<file path="src/rtl/riscv_pkg.sv">
// Shared types and encodings for the multicycle RISC-V control path.
package riscv_pkg;

    localparam int XLEN = 32;

    typedef enum logic [3:0] {
        FETCH, DECODE, MEMADR, MEMREAD, MEMWB, MEMWRITE, EXECR,
        EXECI, ALUWB, JALR_ADR, JUMP, LUI, AUIPC, BRANCH
    } ctrl_state_e;

    typedef enum logic [2:0] {
        IMM_I = 3'd0, IMM_S = 3'd1, IMM_B = 3'd2, IMM_U = 3'd3, IMM_J = 3'd4
    } imm_src_e;

    typedef enum logic [3:0] {
        ALU_ADD, ALU_SUB, ALU_SLL, ALU_SLT, ALU_SLTU,
        ALU_XOR, ALU_SRL, ALU_SRA, ALU_OR, ALU_AND
    } alu_op_e;

    localparam logic [6:0] OP_LOAD   = 7'b0000011;
    localparam logic [6:0] OP_STORE  = 7'b0100011;
    localparam logic [6:0] OP_R      = 7'b0110011;
    localparam logic [6:0] OP_I      = 7'b0010011;
    localparam logic [6:0] OP_JAL    = 7'b1101111;
    localparam logic [6:0] OP_JALR   = 7'b1100111;
    localparam logic [6:0] OP_LUI    = 7'b0110111;
    localparam logic [6:0] OP_AUIPC  = 7'b0010111;
    localparam logic [6:0] OP_BRANCH = 7'b1100011;

    localparam logic [1:0] SRCA_PC    = 2'd0;
    localparam logic [1:0] SRCA_OLDPC = 2'd1;
    localparam logic [1:0] SRCA_RS1   = 2'd2;
    localparam logic [1:0] SRCA_ZERO  = 2'd3;

    localparam logic [1:0] SRCB_RS2  = 2'd0;
    localparam logic [1:0] SRCB_IMM  = 2'd1;
    localparam logic [1:0] SRCB_FOUR = 2'd2;
    localparam logic [1:0] SRCB_ZERO = 2'd3;

    localparam logic [1:0] RES_ALUOUT = 2'd0;
    localparam logic [1:0] RES_ALU    = 2'd1;
    localparam logic [1:0] RES_IMM    = 2'd2;
    localparam logic [1:0] RES_LOAD   = 2'd3;

endpackage

</file>
<file path="src/rtl/alu_decoder.sv">
// Maps funct3/funct7[5] to an ALU operation; immediate forms only honour
// funct7[5] for shifts, since bit 30 is ordinary immediate data otherwise.
module alu_decoder
    import riscv_pkg::*;
(
    input  logic [2:0] i_funct3,
    input  logic       i_funct7_5,
    input  logic       i_is_rtype,
    output alu_op_e    o_alu_op
);

    always_comb begin
        o_alu_op = ALU_ADD;
        case (i_funct3)
            3'b000:  o_alu_op = (i_is_rtype && i_funct7_5) ? ALU_SUB : ALU_ADD;
            3'b001:  o_alu_op = ALU_SLL;
            3'b010:  o_alu_op = ALU_SLT;
            3'b011:  o_alu_op = ALU_SLTU;
            3'b100:  o_alu_op = ALU_XOR;
            3'b101:  o_alu_op = i_funct7_5 ? ALU_SRA : ALU_SRL;
            3'b110:  o_alu_op = ALU_OR;
            default: o_alu_op = ALU_AND;
        endcase
    end

endmodule

</file>
<file path="src/rtl/mc_controller.sv">
// Moore control FSM for a multicycle RV32I datapath; the state register is
// exposed on state_o, and reset gates every side-effecting strobe immediately.
module mc_controller
    import riscv_pkg::*;
(
    input  logic            clk_i,
    input  logic            rst_i,
    input  logic [XLEN-1:0] Instr_i,
    input  logic            Branch_i,
    output logic            PCWrite_o,
    output logic            MemWrite_o,
    output logic            IRWrite_o,
    output logic            RegWrite_o,
    output logic [2:0]      ImmSrc_o,
    output logic [1:0]      ALUSrcA_o,
    output logic [1:0]      ALUSrcB_o,
    output alu_op_e         ALUControl_o,
    output logic [1:0]      ResultSrc_o,
    output logic            B_EN_o,
    output logic            illegal_o,
    output ctrl_state_e     state_o
);

    ctrl_state_e r_state;
    ctrl_state_e w_next;
    alu_op_e     w_dec_op;
    imm_src_e    w_imm_src;
    logic [6:0]  w_opcode;
    logic        w_pc_write, w_mem_write, w_ir_write, w_reg_write;
    logic        w_b_en, w_illegal;
    logic        w_unused;

    assign w_opcode = Instr_i[6:0];
    assign w_unused = ^{Instr_i[31], Instr_i[29:15], Instr_i[11:7]};

    alu_decoder u_alu_decoder (
        .i_funct3   (Instr_i[14:12]),
        .i_funct7_5 (Instr_i[30]),
        .i_is_rtype (r_state == EXECR),
        .o_alu_op   (w_dec_op)
    );

    always_ff @(posedge clk_i) begin
        if (rst_i) r_state <= FETCH;
        else       r_state <= w_next;
    end

    always_comb begin
        w_next       = FETCH;
        w_pc_write   = 1'b0;
        w_mem_write  = 1'b0;
        w_ir_write   = 1'b0;
        w_reg_write  = 1'b0;
        w_b_en       = 1'b0;
        w_illegal    = 1'b0;
        w_imm_src    = IMM_I;
        ALUSrcA_o    = SRCA_PC;
        ALUSrcB_o    = SRCB_RS2;
        ALUControl_o = ALU_ADD;
        ResultSrc_o  = RES_ALUOUT;
        case (r_state)
            FETCH: begin
                w_ir_write  = 1'b1;
                w_pc_write  = 1'b1;
                ALUSrcB_o   = SRCB_FOUR;
                ResultSrc_o = RES_ALU;
                w_next      = DECODE;
            end
            DECODE: begin
                // ALUOut captures the branch/JAL target for later states
                ALUSrcA_o = SRCA_OLDPC;
                ALUSrcB_o = SRCB_IMM;
                w_imm_src = (w_opcode == OP_BRANCH) ? IMM_B : IMM_J;
                case (w_opcode)
                    OP_LOAD, OP_STORE: w_next = MEMADR;
                    OP_R:              w_next = EXECR;
                    OP_I:              w_next = EXECI;
                    OP_JAL:            w_next = JUMP;
                    OP_JALR:           w_next = JALR_ADR;
                    OP_LUI:            w_next = LUI;
                    OP_AUIPC:          w_next = AUIPC;
                    OP_BRANCH:         w_next = BRANCH;
                    default:           w_illegal = 1'b1;
                endcase
            end
            MEMADR: begin
                ALUSrcA_o = SRCA_RS1;
                ALUSrcB_o = SRCB_IMM;
                w_imm_src = (w_opcode == OP_STORE) ? IMM_S : IMM_I;
                w_next    = (w_opcode == OP_STORE) ? MEMWRITE : MEMREAD;
            end
            MEMREAD:  w_next = MEMWB;
            MEMWB: begin
                ResultSrc_o = RES_LOAD;
                w_reg_write = 1'b1;
            end
            MEMWRITE: w_mem_write = 1'b1;
            EXECR: begin
                ALUSrcA_o    = SRCA_RS1;
                ALUControl_o = w_dec_op;
                w_next       = ALUWB;
            end
            EXECI: begin
                ALUSrcA_o    = SRCA_RS1;
                ALUSrcB_o    = SRCB_IMM;
                ALUControl_o = w_dec_op;
                w_next       = ALUWB;
            end
            ALUWB:    w_reg_write = 1'b1;
            JALR_ADR: begin
                ALUSrcA_o = SRCA_RS1;
                ALUSrcB_o = SRCB_IMM;
                w_next    = JUMP;
            end
            JUMP: begin
                // PC takes the precomputed target while ALU forms the link value
                w_pc_write = 1'b1;
                ALUSrcA_o  = SRCA_OLDPC;
                ALUSrcB_o  = SRCB_FOUR;
                w_next     = ALUWB;
            end
            LUI: begin
                w_imm_src   = IMM_U;
                ResultSrc_o = RES_IMM;
                w_reg_write = 1'b1;
            end
            AUIPC: begin
                w_imm_src   = IMM_U;
                ALUSrcA_o   = SRCA_OLDPC;
                ALUSrcB_o   = SRCB_IMM;
                ResultSrc_o = RES_ALU;
                w_reg_write = 1'b1;
            end
            BRANCH: begin
                w_b_en     = 1'b1;
                w_pc_write = Branch_i;
            end
            default: w_next = FETCH;
        endcase
    end

    assign PCWrite_o  = w_pc_write  & ~rst_i;
    assign MemWrite_o = w_mem_write & ~rst_i;
    assign IRWrite_o  = w_ir_write  & ~rst_i;
    assign RegWrite_o = w_reg_write & ~rst_i;
    assign B_EN_o     = w_b_en      & ~rst_i;
    assign illegal_o  = w_illegal   & ~rst_i;
    assign ImmSrc_o   = w_imm_src;
    assign state_o    = r_state;

endmodule

</file>
<file path="config.mk">
export PLATFORM = sky130hd
export DESIGN_NAME = mc_controller
export DESIGN_NICKNAME = d
export VERILOG_FILES = /design/src/rtl/riscv_pkg.sv /design/src/rtl/alu_decoder.sv /design/src/rtl/mc_controller.sv
export SDC_FILE = /design/constraint.sdc
export NUM_CORES = 1
export LEC_CHECK = 0
export BUFFER_PORTS_ARGS = -buffer_cell sky130_fd_sc_hd__buf_2
export CORE_MARGIN = 3
export CORE_UTILIZATION = 34
export CTS_CLUSTER_DIAMETER = 100
export CTS_CLUSTER_SIZE = 16
export DETAILED_ROUTE_END_ITERATION = 12
export GPL_TIMING_DRIVEN = 0
export PLACE_DENSITY = 0.83
export SLEW_MARGIN = 25
export SYNTH_ARGS = -nofsm -noshare
export SYNTH_HDL_FRONTEND = slang
export SYNTH_SLANG_ARGS = --single-unit
</file>
<file path="constraint.sdc">
create_clock -name clk_i -period 1.5 [get_ports clk_i]
set_clock_uncertainty 0.15 [all_clocks]
set_input_delay 0.225 -clock clk_i [delete_from_list [all_inputs] [get_ports clk_i]]
set_output_delay 0.225 -clock clk_i [all_outputs]
set_load 0.05 [all_outputs]
</file>
==> flow_summary.yaml, run 1 <==
status:
  status: "did not finish"
  flow.stopped_at: "global routing (5_1_grt)"
  error: "[ERROR DPL-0038] Utilization greater than 100%, impossible to legalize"
floorplan:
  start_util: 0.384
  ios: 58
  rows: 15
  die_height_um: 51.6
  die_x_um: 51.6
synthesis:
  synth_area_per_cell_um2: 6.37
  syn_area_um2: 707
  ys_warn_count: 0
  synth-seq-area-share: 0.113
  synth_area_leader_cell: "dfxtp_1"
  synth_edf_count: 0
  synthMuxAreaShare: 0.0159
  synthCells: 111
  synth_xor_area_frac: 0.0372
  synth_compound_gate_area_share: 0.322
  synth_simple_gate_area_frac: 0.439
  synth_commonest_cells: "12 x nand2_1, 12 x nor2_1, 11 x a21oi_1"
  synthFlopType: "dfxtp_1"
  synth_fp_nets: 146
  synth_top_family_by_area: "simple AND/OR/NAND/NOR gates"
  async_flop_share: 0
  yosys-top-cells-area: "dfxtp_1 11%, a21oi_1 7.8%, nand2_1 6.4%, nor2_1 6.4%, nand2b_1 6.2%"
  synth_cell_types: 35
  ys_ff_latch: 4
  synth_top_area_frac: 0.113
  yosys.area_share.adder: 0
clock_tree:
  clock_path_buffers: 2
  htreeDepth: 1
  cts.sinks: 4
  cts-root-buf: "clkbuf_4"
  cts_hold_buf: 0
  cts_buffers: 3
placed_design:
  port_buffers: 34
  dpl.hpwl_um: 1880
  dp.cells: 170
  gp_congestion: 0.785
  dp_slack_ns: -0.495
grt:
  grt_start_max_net_pins: 11
sta:
  worst_endpoint: "ALUControl_o[0]"
  worst-endpoint-pin-kind: "output port"
-- kinds of logic after synthesis --
kind of cell | Yosys count
AO/OA/AOI/OAI | 36
AND/OR/NAND/NOR | 56
flip-flops | 4
buffers and inverters | 11
XOR/XNOR | 3
multiplexers | 1
-- repair_timing --
action                                  4_1_cts
resized for setup                            78
cloned                                        2
setup buffers                                20
pin swaps                                    10
hold endpoints to repair                      0
endpoints found under the setup margin       21
-- through the flow --
step / util / cell area, um2
after floorplan: - / 1010
after global placement: 0.659 / 1210
after detailed placement: 0.659 / 1210
after CTS: 0.935 / 1720
==> inputs of run 2 (changes only) <==
--- a/config.mk
+++ b/config.mk
@@ -6,13 +6,11 @@
 export NUM_CORES = 1
 export LEC_CHECK = 0
 export BUFFER_PORTS_ARGS = -buffer_cell sky130_fd_sc_hd__buf_2
-export CORE_MARGIN = 3
-export CORE_UTILIZATION = 34
-export CTS_CLUSTER_DIAMETER = 100
-export CTS_CLUSTER_SIZE = 16
+export CORE_AREA = 3 3 64 66
 export DETAILED_ROUTE_END_ITERATION = 12
+export DIE_AREA = 0 0 67 69
 export GPL_TIMING_DRIVEN = 0
-export PLACE_DENSITY = 0.83
+export PLACE_DENSITY_LB_ADDON = 0.15
 export SLEW_MARGIN = 25
 export SYNTH_ARGS = -nofsm -noshare
 export SYNTH_HDL_FRONTEND = slang
==> constraint.sdc (replaced) <==
create_clock -name clk_i -period 2 [get_ports clk_i]
set_clock_uncertainty 0.15 [all_clocks]
set_input_delay 0.3 -clock clk_i [delete_from_list [all_inputs] [get_ports clk_i]]
set_output_delay 0.3 -clock clk_i [all_outputs]
set_load 0.05 [all_outputs]
==> run 2 against run 1 <==
  * The run now ends clean
  * Area after synthesis unchanged
  * Synthesized cell count did not move
==> flow_summary.yaml, run 2 <==
status:
  status: "finished, final reports clean"
sta:
  setup_viol: 0
  final_max_slew_viol_count: 0
  hold_viol: 0
  worst_slew_pin_slew_ns: 0.824
  finalCriticalPeriod_ns: 1.95
  fmax_ghz: 0.512
  relSlewSlack: 0.451
  min_period_over_period: 0.977
  rsz0062_at_grt: "yes"
  layout_setup_ws_ns: 0.0468
cells_and_area:
  drive_gt1_frac: 0.538
  largest_reg_flops: 4
  final_common_cell: "buf_2"
  fin_cells: 204
  final_cell_mix: "22 x buf_2, 11 x nand2_1, 10 x buf_4, 9 x nor2_1, 8 x buf_6"
  area_delta_synth_final_pct: 90.3
  nets: 192
  utilization: 0.370
  num_antenna_cells: 0
placed_design:
  dp_slack_ns: -0.112
  port_buffers: 34
  gp_congestion: 0.717
  dpl.hpwl_um: 1910
  dp.cells: 193
grt:
  antenna_found_initial: 0
  grt_pass1_vias: 815
  grt_start_max_net_pins: 11
  track_usage: 0.105
  grt_first_pass_wirelength_um: 3910
  grt_overflow: 0
worst_setup_path:
  slowest_stage: "or4b_4"
  worstPathRequired_ns: 1.55
  worstPathArrival_ns: 1.50
  crit_chain: "or4b_4 -> nor4_4 -> buf_6"
  cp-end-kind: "output port"
  crit_type: "reg2out"
  cp-start-kind: "flop"
  path_buf_inv: 1
  path_max_fanout: 7
  cpPeakStageDelay_ns: 0.56
  path_delay_family: "simple AND/OR/NAND/NOR gates"
floorplan:
  rows: 22
  ios: 58
  core_um2: 3630
  die_height_um: 69
  die_x_um: 67
  dieArea_um2: 4620
  start_util: 0.195
pwr:
  power_w: 0.000496
  clockPowerShare: 0.365
  power.leakage_nw: 0.558
  switchingPower_w: 0.000195
  pwr-share-seq: 0.168
  vdd_drop_max_mv: 0.384
  power_frac_comb: 0.467
  p_int_w: 0.000301
  power.density_nw_per_um2: 369
  swShare: 0.394
routing:
  drc_errors: 0
  firstDrtPassIters: 4
  ant_nets: 0
  wl_um: 2520
  dr.first_iter.drc_count: 25
  wl_per_cell_um: 12.4
  vias: 938
  viasPerCell: 4.60
synthesis:
  yosys-top-cells-area: "dfxtp_1 11%, a21oi_1 7.8%, nand2_1 6.4%, nor2_1 6.4%, nand2b_1 6.2%"
  synth_commonest_cells: "12 x nand2_1, 12 x nor2_1, 11 x a21oi_1"
  synthFlopType: "dfxtp_1"
  async_flop_share: 0
  synth_area_per_cell_um2: 6.37
  syn_area_um2: 707
  ys_ff_latch: 4
  synthCells: 111
  synth-seq-area-share: 0.113
  synth_area_leader_cell: "dfxtp_1"
  synth_cell_types: 35
  synth_edf_count: 0
  ys_warn_count: 0
  synth_fp_nets: 146
  synth_top_area_frac: 0.113
clock_tree:
  cts_buffers: 3
  clock_latency_ns: 0.22
  htreeDepth: 1
  clock_path_buffers: 2
  cts_tree: "done"
  clk_pin_slew_ns: 0.03
  cts.sinks: 4
  cts-root-buf: "clkbuf_8"
run:
  cap_viol_max_count: 0
min_path:
  hold_class: "in2reg"
## run 2: cell counts after synthesis
Identical to the previous run, type by type.
## run 2: metal layers
layer / routed length (um) / vias to the layer above / global-route usage
met5: 0 / - / 0
met4: 0 / 0 / 0
met3: 155 / 0 / 0.0358
met2: 1230 / 24 / 0.171
met1: 1140 / 424 / 0.142
li1: - / 490 / -
## run 2: cell type report
cell class                 count  area, um2
sequential                     4       95.1
tap                           48       60.1
inverter                       3       11.3
buffer                         8       82.6
fill                         404       2290
multi-input combinational     96        756
clock buffer                   4       45.0
timing repair buffer          41        295
## run 2: final timing paths
kind / to / start / slack [ns] / cells past startpoint
worst max register to register: state_o[2] / state_o[2] / 0.48 / 4
worst max-delay path: illegal_o / state_o[2] / 0.05 / 3
worst min-delay path: state_o[1] / Instr_i[3] / 0.32 / 5
worst min register to register: state_o[0] / state_o[3] / 0.47 / 2
## run 2: worst reg2reg max path: stages, from the launching register on
cell and delay [ns]:
dfxtp_4 0.36, or4b_4 0.56, nor3_1 0.15, o21ai_1 0.09, a21oi_1 0.13
## run 2: power groups by stage
stage	clock network [W]	registers, W	logic [W]
2_1_floorplan	0	0.0000924	0.000141
3_3_place_gp	0	0.0000844	0.000199
3_5_place_dp	0	0.0000843	0.000200
4_1_cts	0.000188	0.0000843	0.000214
5_1_grt	0.000196	0.0000836	0.000246
6_report	0.000181	0.0000831	0.000232
## run 2: kinds of logic (layout without fill, tap and decap cells)
logic type,after synthesis,count (layout),share of synthesized area
multiplexers,1,1,0.0159
flip-flops,4,4,0.113
XOR/XNOR,3,3,0.0372
buffers and inverters,11,56,0.0726
AO/OA/AOI/OAI,36,36,0.322
AND/OR/NAND/NOR,56,56,0.439
## run 2: stage by stage
step	setup TNS, ns	area [um2]	hold slack, ns
after floorplan	-0.0734	842	0.335
after global placement	-0.333	1070	0.544
after detailed placement	-0.293	1070	0.543
after CTS	-0.00236	1210	0.328
after global routing	-0.0295	1350	0.339
final	0	1350	0.323
## run 2: what timing repair did
action	CTS	global route
setup buffers	0	7
endpoints found under the setup margin	11	10
pin swaps	0	4
hold buffers	0	0
gates resized for setup	27	26
Power figures use the tool's default switching activity.
